`config.mk`:
```
export PLATFORM = sky130hd
export DESIGN_NAME = inst_seq_player_flat
export DESIGN_NICKNAME = d
export VERILOG_FILES = /design/src/rtl/inst_seq_player_if.sv /design/src/rtl/inst_seq_player.sv /design/src/flat_wrapper.sv
export SDC_FILE = /design/constraint.sdc
export NUM_CORES = 1
export LEC_CHECK = 0
export ABC_CLOCK_PERIOD_IN_PS = 2400
export BUFFER_PORTS_ARGS = -buffer_cell sky130_fd_sc_hd__buf_4
export CORE_UTILIZATION = 55
export CTS_CLUSTER_SIZE = 14
export DETAILED_ROUTE_END_ITERATION = 10
export PLACE_DENSITY_LB_ADDON = 0.05
export SETUP_SLACK_MARGIN = 0.3
export SLEW_MARGIN = 20
export SYNTH_ARGS = -nofsm -noshare
export SYNTH_HDL_FRONTEND = slang
export SYNTH_SLANG_ARGS = --single-unit
```
`constraint.sdc`:
```
create_clock -name clk -period 2.4 [get_ports clk]
set_input_delay 0 -clock clk [delete_from_list [all_inputs] [get_ports clk]]
set_output_delay 0 -clock clk [all_outputs]
set_load 0.1 [all_outputs]
```
`src/rtl/inst_seq_player_if.sv`:
```
// Program-load, playback-control and core-facing signals of inst_seq_player.
// SEQ_LOOP_EN adds the loop input.
interface inst_seq_player_if #(
  parameter int unsigned INST_W = 8,
  parameter int unsigned DEPTH  = 16
);
  localparam int unsigned AW = (DEPTH > 1) ? $clog2(DEPTH) : 1;

  logic              ld_we;
  logic [AW-1:0]     ld_addr;
  logic [INST_W-1:0] ld_data;
  logic [AW:0]       ld_count;
  logic              start;
  logic              abort;
  logic              inst_ack;
  logic [INST_W-1:0] inst;
  logic              step;
  logic              busy;
  logic              done;
  logic              timeout_err;
  logic [AW-1:0]     pc;
`ifdef SEQ_LOOP_EN
  logic              loop;

  modport master (
    output ld_we, ld_addr, ld_data, ld_count, start, abort, inst_ack, loop,
    input  inst, step, busy, done, timeout_err, pc
  );

  modport slave (
    input  ld_we, ld_addr, ld_data, ld_count, start, abort, inst_ack, loop,
    output inst, step, busy, done, timeout_err, pc
  );
`else
  modport master (
    output ld_we, ld_addr, ld_data, ld_count, start, abort, inst_ack,
    input  inst, step, busy, done, timeout_err, pc
  );

  modport slave (
    input  ld_we, ld_addr, ld_data, ld_count, start, abort, inst_ack,
    output inst, step, busy, done, timeout_err, pc
  );
`endif

endinterface

```
`src/rtl/inst_seq_player.sv`:
```
// Instruction sequencer: plays a preloaded program into the calculator core's sw/btnS inputs.
// Optional feature: define SEQ_LOOP_EN to add the loop input (continuous replay).
module inst_seq_player #(
  parameter int unsigned INST_W    = 8,
  parameter int unsigned DEPTH     = 16,
  parameter int unsigned SETUP_CYC = 150000,
  parameter int unsigned PRESS_CYC = 300000,
  parameter int unsigned ACK_TMO   = 1000000
) (
  input logic               clk,
  input logic               rst_n,
  inst_seq_player_if.slave  bus
);

  localparam int unsigned AW     = (DEPTH > 1) ? $clog2(DEPTH) : 1;
  localparam int unsigned MaxSp  = (SETUP_CYC > PRESS_CYC) ? SETUP_CYC : PRESS_CYC;
  localparam int unsigned MaxCyc = (MaxSp > ACK_TMO) ? MaxSp : ACK_TMO;
  localparam int unsigned TW     = $clog2(MaxCyc + 1);

  localparam logic [TW-1:0] TimerMax  = '1;
  localparam logic [TW-1:0] SetupLast = TW'(SETUP_CYC - 1);
  localparam logic [TW-1:0] PressLast = TW'(PRESS_CYC - 1);
  localparam logic [TW-1:0] TmoLast   = TW'(ACK_TMO - 1);
  localparam logic [AW:0]   DepthW    = (AW + 1)'(DEPTH);
  localparam logic [AW:0]   CntOne    = (AW + 1)'(1);
  localparam logic [AW-1:0] PcOne     = AW'(1);

  typedef enum logic [1:0] {StIdle, StSetup, StPress, StWaitAck} state_e;

  state_e            state_q, state_d;
  logic [TW-1:0]     timer_q, timer_d;
  logic [AW:0]       cnt_q, cnt_d;
  logic [AW-1:0]     pc_q, pc_d;
  logic [INST_W-1:0] inst_q, inst_d;
  logic              step_q, step_d;
  logic              busy_q, busy_d;
  logic              done_q, done_d;
  logic              err_q, err_d;
  logic              ack_seen_q, ack_seen_d;

  logic [INST_W-1:0] mem_q [DEPTH];
  logic              mem_we;
  logic [AW:0]       cnt_clip;
  logic              last_inst;
  logic              loop_en;

`ifdef SEQ_LOOP_EN
  assign loop_en = bus.loop;
`else
  assign loop_en = 1'b0;
`endif

  // Program memory is only writable while idle so a running program cannot be corrupted.
  assign mem_we = bus.ld_we && (state_q == StIdle);

  always_ff @(posedge clk) begin
    if (mem_we) begin
      mem_q[bus.ld_addr] <= bus.ld_data;
    end
  end

  assign cnt_clip  = (bus.ld_count > DepthW) ? DepthW : bus.ld_count;
  assign last_inst = ({1'b0, pc_q} == (cnt_q - CntOne));

  always_comb begin
    state_d    = state_q;
    timer_d    = (timer_q == TimerMax) ? timer_q : timer_q + TW'(1);
    cnt_d      = cnt_q;
    pc_d       = pc_q;
    inst_d     = inst_q;
    step_d     = step_q;
    busy_d     = busy_q;
    done_d     = 1'b0;
    err_d      = err_q;
    ack_seen_d = ack_seen_q;

    unique case (state_q)
      StIdle: begin
        if (bus.start) begin
          cnt_d = cnt_clip;
          err_d = 1'b0;
          pc_d  = '0;
          if (cnt_clip == '0) begin
            done_d = 1'b1;
          end else begin
            state_d    = StSetup;
            busy_d     = 1'b1;
            timer_d    = '0;
            inst_d     = mem_q[0];
            ack_seen_d = 1'b0;
          end
        end
      end

      StSetup: begin
        if (timer_q == SetupLast) begin
          state_d    = StPress;
          step_d     = 1'b1;
          timer_d    = '0;
          ack_seen_d = 1'b0;
        end
      end

      StPress: begin
        if (bus.inst_ack) begin
          ack_seen_d = 1'b1;
        end
        // Timer keeps running into WAIT_ACK: the ack window is measured from the step edge.
        if (timer_q == PressLast) begin
          state_d = StWaitAck;
          step_d  = 1'b0;
        end
      end

      StWaitAck: begin
        if (ack_seen_q || bus.inst_ack) begin
          timer_d = '0;
          if (last_inst) begin
            done_d = 1'b1;
            if (loop_en) begin
              pc_d    = '0;
              inst_d  = mem_q[0];
              state_d = StSetup;
            end else begin
              state_d = StIdle;
              busy_d  = 1'b0;
            end
          end else begin
            pc_d    = pc_q + PcOne;
            inst_d  = mem_q[pc_q + PcOne];
            state_d = StSetup;
          end
        end else if (timer_q >= TmoLast) begin
          err_d   = 1'b1;
          state_d = StIdle;
          busy_d  = 1'b0;
        end
      end
    endcase

    // Abort overrides everything, including a start in the same cycle.
    if (bus.abort) begin
      state_d    = StIdle;
      step_d     = 1'b0;
      busy_d     = 1'b0;
      done_d     = 1'b0;
      pc_d       = pc_q;
      cnt_d      = cnt_q;
      err_d      = err_q;
      inst_d     = inst_q;
      ack_seen_d = ack_seen_q;
    end
  end

  always_ff @(posedge clk or negedge rst_n) begin
    if (!rst_n) begin
      state_q    <= StIdle;
      timer_q    <= '0;
      cnt_q      <= '0;
      pc_q       <= '0;
      inst_q     <= '0;
      step_q     <= 1'b0;
      busy_q     <= 1'b0;
      done_q     <= 1'b0;
      err_q      <= 1'b0;
      ack_seen_q <= 1'b0;
    end else begin
      state_q    <= state_d;
      timer_q    <= timer_d;
      cnt_q      <= cnt_d;
      pc_q       <= pc_d;
      inst_q     <= inst_d;
      step_q     <= step_d;
      busy_q     <= busy_d;
      done_q     <= done_d;
      err_q      <= err_d;
      ack_seen_q <= ack_seen_d;
    end
  end

  assign bus.inst        = inst_q;
  assign bus.step        = step_q;
  assign bus.busy        = busy_q;
  assign bus.done        = done_q;
  assign bus.timeout_err = err_q;
  assign bus.pc          = pc_q;

  a_step_busy: assert property (@(posedge clk) disable iff (!rst_n) step_q |-> busy_q);
  a_step_state: assert property (@(posedge clk) disable iff (!rst_n)
                                 step_q |-> (state_q == StPress));

endmodule

```
`src/flat_wrapper.sv`:
```
// flat-port wrapper written by rule: the top's interface ports become plain ports
module inst_seq_player_flat 
#(
  parameter int unsigned INST_W    = 8,
  parameter int unsigned DEPTH     = 16,
  parameter int unsigned SETUP_CYC = 150000,
  parameter int unsigned PRESS_CYC = 300000,
  parameter int unsigned ACK_TMO   = 1000000
)
  (clk, rst_n, bus_ld_we, bus_ld_addr, bus_ld_data, bus_ld_count, bus_start, bus_abort, bus_inst_ack, bus_inst, bus_step, bus_busy, bus_done, bus_timeout_err, bus_pc);
  inst_seq_player_if #(.INST_W(INST_W), .DEPTH(DEPTH)) bus_i ();
  input logic clk;
  input logic rst_n;
  input wire logic [$bits(bus_i.ld_we)-1:0] bus_ld_we;
  input wire logic [$bits(bus_i.ld_addr)-1:0] bus_ld_addr;
  input wire logic [$bits(bus_i.ld_data)-1:0] bus_ld_data;
  input wire logic [$bits(bus_i.ld_count)-1:0] bus_ld_count;
  input wire logic [$bits(bus_i.start)-1:0] bus_start;
  input wire logic [$bits(bus_i.abort)-1:0] bus_abort;
  input wire logic [$bits(bus_i.inst_ack)-1:0] bus_inst_ack;
  output wire logic [$bits(bus_i.inst)-1:0] bus_inst;
  output wire logic [$bits(bus_i.step)-1:0] bus_step;
  output wire logic [$bits(bus_i.busy)-1:0] bus_busy;
  output wire logic [$bits(bus_i.done)-1:0] bus_done;
  output wire logic [$bits(bus_i.timeout_err)-1:0] bus_timeout_err;
  output wire logic [$bits(bus_i.pc)-1:0] bus_pc;
  assign bus_i.ld_we = bus_ld_we;
  assign bus_i.ld_addr = bus_ld_addr;
  assign bus_i.ld_data = bus_ld_data;
  assign bus_i.ld_count = bus_ld_count;
  assign bus_i.start = bus_start;
  assign bus_i.abort = bus_abort;
  assign bus_i.inst_ack = bus_inst_ack;
  assign bus_inst = bus_i.inst;
  assign bus_step = bus_i.step;
  assign bus_busy = bus_i.busy;
  assign bus_done = bus_i.done;
  assign bus_timeout_err = bus_i.timeout_err;
  assign bus_pc = bus_i.pc;
  inst_seq_player #(.INST_W(INST_W), .DEPTH(DEPTH), .SETUP_CYC(SETUP_CYC), .PRESS_CYC(PRESS_CYC), .ACK_TMO(ACK_TMO)) u_core (.clk(clk), .rst_n(rst_n), .bus(bus_i));
endmodule
```
==> results of run 1 <==
==> worst register-to-register path: stages, from the launching register on <==
cell and delay [ns]:
dfrtp_4 0.51, ha_4 0.31, buf_12 0.17, mux4_2 0.34, mux4_2 0.47, mux2_4 0.27
mux2_4 0.26
==> final cells by class <==
class,count,area [um^2],share of cell area
inverters,11,41.3,0.00444
multi-input cells,273,2570,0.277
clock inverters,12,125,0.0134
flip-flops and latches,172,4960,0.533
clock buffers,20,457,0.0491
repair buffers,103,932,0.100
well taps,176,220,0.0237
==> cell usage after synthesis, drive strengths merged, types with 2 or more instances <==
cell type and instances:
inv 11, o31ai 2, nor4bb 2, nand3 11, nor4 3, o311ai 2
nand2b 3, edfxtp 128, a311oi 3, nand3b 3, mux2 16, and2 2
and3 6, or3 3, nor2b 3, or4 2, nor3 10, dfrtp 44
buf 6, o21ai 14, a21oi 5, xnor2 7, nand2 27, mux4 40
o21a 3, nor2 48, clkbuf 15, nand4b 2, o22a 2, nor4b 2
ha 8, mux2i 6, nand4 10, xor2 16
==> kinds of logic after synthesis <==
| kind of cell | count (synthesis) | share of synthesized area |
|---|---|---|
| adders and majority gates | 8 | 0.0133 |
| DFF | 172 | 0.658 |
| muxes | 62 | 0.155 |
| xor gates and xnor gates | 23 | 0.0268 |
| buffers and inverters | 32 | 0.0198 |
| AOI/OAI and AO/OA | 38 | 0.0331 |
| and+or+nand+nor | 142 | 0.0942 |
==> flip-flops by register name, summed over array words and instances (netlist names) <==
signal	flops
u_core.bus.pc	4
u_core.cnt_q	5
u_core.bus.busy	1
u_core.mem_q	128
u_core.bus.done	1
u_core.bus.step	1
u_core.timer_q	20
u_core.ack_seen_q	1
u_core.state_q	2
u_core.bus.timeout_err	1
u_core.bus.inst	8
==> report_power, final <==
group / internal, mW / leakage [nW] / switching, mW / total [mW]
sequential: 3.42 / 1.73 / 0.168 / 3.59
clock: 1.51 / 0.277 / 1.19 / 2.71
combinational: 0.932 / 1.35 / 1.46 / 2.39
total: 5.87 / 3.36 / 2.82 / 8.69
==> per-layer routing <==
| metal | wire (um) | track usage | part of all wire | vias up |
|---|---|---|---|---|
| met4 | 293 | 0.0807 | 0.018 | 0 |
| li1 | - | - | - | 2046 |
| met2 | 7830 | 0.399 | 0.48 | 160 |
| met5 | 0 | 0 | 0 | - |
| met1 | 7240 | 0.354 | 0.45 | 2296 |
| met3 | 853 | 0.0594 | 0.053 | 22 |
==> cell usage in the layout, fill, tap and decap left out, types with 4 or more instances in the layout <==
master / instances
dlygate4sd3_1: 21
a21oi_1: 5
mux2_4: 9
inv_1: 10
xnor2_1: 7
ha_1: 5
nand2_1: 27
buf_6: 5
and3_1: 5
xor2_1: 14
nor2_1: 45
mux4_2: 36
clkbuf_16: 17
mux2_2: 7
inv_6: 6
nor3_1: 7
mux2i_1: 6
dfrtp_1: 40
o21ai_0: 13
buf_12: 7
edfxtp_1: 128
nand3_1: 11
mux4_1: 4
nand4_1: 10
buf_4: 70
==> worst paths after layout <==
check,start,endpoint,slack [ns],cells after the start
setup / recovery,u_core.bus.pc[0],u_core.bus.inst[7],-0.03,6
hold / removal,bus_ld_addr[0],u_core.mem_q[0][7],0.08,3
setup reg to reg,u_core.bus.pc[0],u_core.bus.inst[7],-0.03,6
hold reg to reg,u_core.bus.step,u_core.bus.step,0.51,1
max in group asynchronous,rst_n,u_core.bus.pc[1],1.84,2
min in group asynchronous,rst_n,u_core.cnt_q[4],0.11,2
==> timing repair <==
item                                   4_1_cts  5_1_grt
resized for setup                           12       23
buffers inserted                             3        0
endpoints found under the hold margin      184        0
pin swaps                                    1        1
setup endpoints to repair                   37       62
hold buffers                                21        0
==> impl_metrics.toml, run 1 <==
[cts]
cts_tree = "done"
cts_made_buffers = 17
cts.sinks = 172
insertion_delay_ns = 0.43
cts.path.max_buffers = 2
path_clk_slew_ns = 0.07
cts_max_level = 4
clock-root-buffer = "clkbuf_16"

[drt]
drt_iter0_drc = 348
drt_pass1_iterations = 4
vias = 4524
routed_wl_um = 16200
wire_per_inst_um = 21.1
drtAntennaViolNets = 0
avgViaCountPerCell = 5.90
drc = 0

[logic_synthesis]
synth_ff_type = "edfxtp_1"
yosysTopAreaCell = "edfxtp_1"
synth_edf_count = 128
synth_top_area_frac = 0.511
synthTopCellsByArea = "edfxtp_1, dfrtp_1, mux4_2"
ys_ff_latch = 172
synth.avg_cell_area_um2 = 15.8
ys_async_sr_fraction = 0.256
netlist_area_um2 = 7520
syn_nets = 508
ys_seq_area_frac = 0.658
yosys_warnings = 0
syn_inst = 477
ys_types = 50

[critical_path]
cp_cell_sequence = "ha_4 > buf_12 > mux4_2 > mux4_2 > mux2_4 > mux2_4"
worst_path_max_delay_cell = "dfrtp_4"
crit_path_start_kind = "register"
worstPathArrival_ns = 2.75
cp_num_buf_inv = 1
worstSetupEndpointType = "register"
cp.required_ns = 2.72
crit_type = "reg2reg"
critical_path.top_delay_family = "multiplexers"
slowest_delay_ns = 0.51
path_max_fanout = 19

[finish]
utilization = 0.700
nets = 609
drive_gt1_frac = 0.327
num-fill-cells = 873
n_antenna_cell = 0
fin_cells = 767
final_area_um2 = 9310
areaGrowthSynthToFinish_pct = 23.8

[timing]
maxClockFrequency_ghz = 0.411
slew_violations = 0
worstMarginPinSlew_ns = 0.578
finalCritPeriodShare = 1.01
final.setup.tns_ns = -0.177
worst_slew_margin_rel = 0.615
hold_viol_final = 0
rsz0062_at_grt = "yes"
setup_violations = 8
skew_ns = 0.0142
hold-worst-slack_ns = 0.0817
worst_slack_ns = -0.0334
post-route-min-period_ns = 2.43

[global_routing]
overflow = 0
grt_pass1_vias = 4680
grt_usage = 0.254
grt_max_degree = 45
grt_pass1_wl_um = 26100
antenna_found_initial = 0

[place]
placed_cell_area_um2 = 8360
place.gp.congestion = 0.896
port_buffers = 38
dp_hpwl_um = 10600
place_inst = 711
place_ws_ns = -0.0301

[outcome]
outcome = "finished with violations"
violations = "setup timing"

[power]
p_leak_nw = 3.36
peakVddDrop_mv = 0.736
p_per_area_nw_per_um2 = 934
finalPower_mw = 8.69

[worst_hold_path]
hp-class = "in2reg"

[die]
dieArea_um2 = 14100
die_w_um = 119
rows = 42
die_h_um = 119
core_um2 = 13300
boundaryPins = 39
start_util = 0.566

[flow_run]
drv_cap = 0
No activity file was read; power rests on OpenSTA's default activity.
==> inputs of run 2 (changes only) <==
PLACE_DENSITY = 0.76   (was not set)
PLACE_DENSITY_LB_ADDON = not set   (was 0.05)
==> run 2 against run 1 <==
Compared with the run above:
- the run still ends with setup timing left
- total power increased by 3.2%
- clock-buffer cell count decreased by 2
- flip-flop and latch count unchanged
- sequential power increased by 1%
- clock power increased by 3%
- routed wire length increased by 3.1%
- largest power group unchanged
==> impl_metrics.toml, run 2 (synthesized netlist as in run 1, its figures left out) <==
[power]
power_frac_seq = 0.404
power.share.clock = 0.310
peakVddDrop_mv = 0.718
p_leak_nw = 3.45
p_per_area_nw_per_um2 = 946
p_switching_mw = 2.92
p_int_mw = 6.05
combPwrFrac = 0.286
p_sw_frac = 0.326

[global_routing]
grt_pass1_vias = 4721
grt_usage = 0.249
grt_busiest_layer = "met2"
grtUsageMet2 = 0.418
grtUsageMet1 = 0.312
gr-usage-met3 = 0.0685
grt_pass1_wl_um = 25300
antenna_found_initial = 0
grt_max_degree = 45
overflow = 0

[timing]
worst_slew_margin_rel = 0.598
worst_slack_ns = -0.0781
skew_ns = 0.00891
setup_violations = 8
slew_violations = 0
finalCritPeriodShare = 1.03
hold_viol_final = 0
rsz0062_at_grt = "yes"
final.setup.tns_ns = -0.502
worstMarginPinSlew_ns = 0.602
maxClockFrequency_ghz = 0.404
post-route-min-period_ns = 2.48

[critical_path]
crit_type = "reg2reg"
worst_path_max_delay_cell = "dfrtp_4"
r2r-start = "u_core.bus.pc[0]"
rrSetupSlack_ns = -0.08
critical_path.top_delay_family = "multiplexers"
cp_num_buf_inv = 1
slowest_delay_ns = 0.51
reg2reg_depth = 6
worstSetupEndpointType = "register"
cp.required_ns = 2.72
cp_cell_sequence = "ha_4 > clkbuf_16 > mux4_2 > mux4_2 > mux2_4 > mux2_4"
worstPathArrival_ns = 2.79
path_max_fanout = 8
r2r-end = "u_core.bus.inst[7]"
crit_path_start_kind = "register"

[drt]
drtAntennaViolNets = 0
drt_iter0_drc = 364
routed_wl_um = 16700
drt_pass1_iterations = 4
wire_per_inst_um = 21.5
avgViaCountPerCell = 5.99
drc = 0
vias = 4657

[finish]
n_antenna_cell = 0
nets = 620
mostFrequentLayoutCells = "edfxtp_1, buf_4, nor2_1"
final_common_cell = "edfxtp_1"
regMostFlops = "u_core.mem_q"
largest_register_ffs = 128
utilization = 0.713
drive_gt1_frac = 0.359
areaGrowthSynthToFinish_pct = 26.1

[cts]
insertion_delay_ns = 0.43
cts_tree = "done"
cts.path.max_buffers = 2
cts_max_level = 4
clock-root-buffer = "clkbuf_16"
cts_made_buffers = 17
cts.sinks = 172
path_clk_slew_ns = 0.07

[outcome]
outcome = "finished with violations"
violations = "setup timing"

[place]
place.gp.congestion = 0.852
port_buffers = 38
dp_hpwl_um = 10300

[die]
boundaryPins = 39
start_util = 0.566
die_w_um = 119
dieArea_um2 = 14100
rows = 42
die_h_um = 119
core_um2 = 13300

[worst_hold_path]
hp-class = "in2reg"
whs_path_depth = 3
hold_start = "bus_ld_addr[1]"
min_to = "u_core.mem_q[0][1]"

[flow_run]
drv_cap = 0
run 2: changes by cell type in the layout (fill, tap and decap cells not counted), moves of 3 or more:
| cell | change |
|---|---|
| dfrtp_1 | -3 |
| inv_2 | +3 |
| inv_1 | -3 |
| buf_4 | +8 |
| inv_6 | -5 |
| inv_8 | +5 |
| dfrtp_2 | +3 |
run 2: power groups by stage:
| stage | Clock (mW) | Sequential [mW] | Combinational (mW) |
|---|---|---|---|
| 5_1_grt | 2.95 | 3.65 | 2.70 |
| 2_1_floorplan | 0 | 4.25 | 1.01 |
| 6_report | 2.78 | 3.63 | 2.56 |
| 3_3_place_gp | 0 | 3.66 | 2.20 |
| 4_1_cts | 2.82 | 3.61 | 2.36 |
| 3_5_place_dp | 0 | 3.68 | 2.25 |
run 2: worst reg2reg max path, delay by kind of cell, from the launching register on:
| kind | cells | cell delay (ns) |
|---|---|---|
| muxes | 4 | 1.30 |
| DFF | 1 | 0.51 |
| adders and majority gates | 1 | 0.38 |
| buffers and inverters | 1 | 0.19 |
run 2: per-stage QoR:
| step | hold WS, ns | setup WS (ns) | cell area (um^2) | total power [mW] | cells |
|---|---|---|---|---|---|
| floorplan | -0.296 | -0.185 | 7630 | 5.26 | 477 |
| global placement | 0.0401 | 0.00667 | 8390 | 5.85 | 713 |
| detailed placement | 0.0452 | -0.0518 | 8390 | 5.93 | 713 |
| CTS | 0.0438 | -0.0608 | 9290 | 8.80 | 768 |
| global route | 0.0484 | -0.112 | 9480 | 9.30 | 778 |
| finish | 0.0645 | -0.0781 | 9480 | 8.97 | 778 |
run 2: repair_timing:
action / in CTS / in global routing
setup buffers: 2 / 9
endpoints found under the hold margin: 184 / 0
gates resized for setup: 21 / 28
hold buffers: 21 / 0
gates cloned: 0 / 1
setup endpoints to repair: 39 / 73
pin swaps: 3 / 10
run 2: worst max-delay path by stage:
stage                      from            endpoint  slack, ns  depth (start not counted)
2_1_floorplan  u_core.bus.pc[1]  u_core.bus.inst[2]      -0.18                          7
3_3_place_gp   u_core.bus.pc[0]  u_core.bus.inst[0]      0.007                          6
3_5_place_dp   u_core.bus.pc[0]  u_core.bus.inst[7]      -0.05                          6
4_1_cts        u_core.bus.pc[0]  u_core.bus.inst[7]      -0.06                          6
5_1_grt        u_core.bus.pc[0]  u_core.bus.inst[5]      -0.11                          6
6_report       u_core.bus.pc[0]  u_core.bus.inst[7]      -0.08                          6
run 2: layout make-up:
cell class / count / area (um^2)
flip-flops and latches: 172 / 4960
well taps: 176 / 220
multi-input cells: 273 / 2600
clock inverters: 14 / 175
repair buffers: 114 / 1060
inverters: 11 / 41.3
fillers: 837 / 3810
clock buffers: 18 / 429
run 2: metal layers:
metal	vias to the layer above	part of all wire
met5	-	0
met4	0	0.023
met3	29	0.060
met2	182	0.52
met1	2373	0.40
li1	2073	-
==> inputs of run 3 (changes only) <==
RECOVER_POWER = 100   (was not set)
==> run 3 against run 2 <==
Compared with the run above:
- the run still ends with setup timing left
- critical path depth is the same
- total power shrank 2.0%
- routed wire length decreased by 0.28%
- non-clock buffer count is the same
- clock power about the same
- first-iteration DRC count rose by 3.8%
- combinational power shrank 7%
- setup slack improved by 0.0042 ns
- design area is 1.8% lower
- via count is essentially flat
- maximum frequency rose by 0.17%
- critical endpoint unchanged
- largest cell class unchanged
==> impl_metrics.toml, run 3 (synthesized netlist as in run 1, its figures left out) <==
[outcome]
outcome = "finished with violations"
violations = "setup timing"

[drt]
vias = 4659
drt_iter0_drc = 378
wire_per_inst_um = 21.4
routed_wl_um = 16700
drtAntennaViolNets = 0
drt_pass1_iterations = 5
avgViaCountPerCell = 5.99
drc = 0

[timing]
worstMarginPinSlew_ns = 1.23
post-route-min-period_ns = 2.47
slew_violations = 0
hold_viol_final = 0
hold-worst-slack_ns = 0.0574
rsz0062_at_grt = "yes"
finalCritPeriodShare = 1.03
worst_slack_ns = -0.0739
maxClockFrequency_ghz = 0.404
skew_ns = 0.00825
worst_slew_margin_rel = 0.184
setup_violations = 9

[global_routing]
grt_max_degree = 45
grt_pass1_wl_um = 25300
overflow = 0
grt_pass1_vias = 4721
antenna_found_initial = 0
grt_usage = 0.249

[worst_hold_path]
hp-class = "in2reg"

[finish]
largest_register_ffs = 128
final_area_um2 = 9310
utilization = 0.700
regMostFlops = "u_core.mem_q"
mostFrequentLayoutCells = "edfxtp_1, nor2_1, buf_4"
final_common_cell = "edfxtp_1"
n_antenna_cell = 0
drive_gt1_frac = 0.299
areaGrowthSynthToFinish_pct = 23.8
num-fill-cells = 889
nets = 620
fin_cells = 778

[power]
power.share.clock = 0.316
p_switching_mw = 2.89
p_int_mw = 5.90
p_sw_frac = 0.328
power_frac_seq = 0.412
peakVddDrop_mv = 0.716
p_per_area_nw_per_um2 = 944
p_leak_nw = 3.34
combPwrFrac = 0.272

[critical_path]
path_max_fanout = 8
cp.required_ns = 2.71
critical_path.top_delay_family = "multiplexers"
worst_path_max_delay_cell = "dfrtp_4"
worstPathArrival_ns = 2.79
slowest_delay_ns = 0.51
crit_path_start_kind = "register"
cp_cell_sequence = "ha_4 > clkbuf_16 > mux4_2 > mux4_2 > mux2_4 > mux2_4"
crit_type = "reg2reg"
worstSetupEndpointType = "register"
cp_num_buf_inv = 1

[cts]
cts_max_level = 4
insertion_delay_ns = 0.43
cts_made_buffers = 17
path_clk_slew_ns = 0.07
clock-root-buffer = "clkbuf_16"
cts.sinks = 172
cts.path.max_buffers = 2
cts_tree = "done"

[die]
boundaryPins = 39
rows = 42
die_h_um = 119
dieArea_um2 = 14100
die_w_um = 119
start_util = 0.566
core_um2 = 13300

[place]
port_buffers = 38
place_ws_ns = -0.0518
place_inst = 713
place.gp.congestion = 0.852
dp_hpwl_um = 10300
placed_cell_area_um2 = 8390

[flow_run]
drv_cap = 0
-- run 3: layout make-up --
type                            count  area (um^2)  share of cell area
Clock buffer                       18          429              0.0461
Clock inverter                     14          175              0.0188
Inverter                           11         41.3             0.00443
Multi-Input combinational cell    273         2560               0.275
Sequential cell                   172         4960               0.533
Tap cell                          176          220              0.0236
Timing Repair Buffer              114          928              0.0997
-- run 3: worst reg2reg max path: stages, from the launching register on --
cell       delay (ns)
dfrtp_4          0.51
ha_4             0.37
clkbuf_16        0.19
mux4_2           0.30
mux4_2           0.47
mux2_4           0.28
mux2_4           0.25
-- run 3: power groups by stage --
| stage | logic [mW] | clock network, mW | registers [mW] |
|---|---|---|---|
| final | 2.39 | 2.78 | 3.62 |
| after global routing | 2.53 | 2.95 | 3.65 |
| after CTS | 2.36 | 2.82 | 3.61 |
| after detailed placement | 2.25 | 0 | 3.68 |
| after global placement | 2.20 | 0 | 3.66 |
| after floorplan | 1.01 | 0 | 4.25 |
-- run 3: worst paths after layout --
check / from / to / slack (ns) / cells past startpoint
setup reg to reg: u_core.bus.pc[0] / u_core.bus.inst[7] / -0.07 / 6
hold / removal: bus_ld_addr[1] / u_core.mem_q[0][1] / 0.06 / 3
hold reg to reg: u_core.bus.timeout_err / u_core.bus.timeout_err / 0.50 / 1
setup / recovery: u_core.bus.pc[0] / u_core.bus.inst[7] / -0.07 / 6
max in group asynchronous: rst_n / u_core.bus.pc[2] / 1.22 / 2
min in group asynchronous: rst_n / u_core.cnt_q[3] / 0.35 / 2
-- run 3: metal layers --
| layer | track usage | share of wire |
|---|---|---|
| met5 | 0 | 0 |
| met4 | 0.0870 | 0.024 |
| met3 | 0.0685 | 0.060 |
| met2 | 0.418 | 0.51 |
| met1 | 0.312 | 0.40 |
-- run 3: what timing repair did --
action	4_1_cts	5_1_grt
hold buffers	21	0
cloned	0	1
pin swaps	3	10
buffers inserted	2	9
resized for setup	21	28
hold endpoints to repair	184	0
setup endpoints to repair	39	73
-- run 3: stage by stage --
step / TNS, ns / total power, mW
floorplan: -1.48 / 5.26
global placement: 0 / 5.85
detailed placement: -0.222 / 5.93
CTS: -0.362 / 8.80
global route: -2.85 / 9.12
finish: -0.481 / 8.79
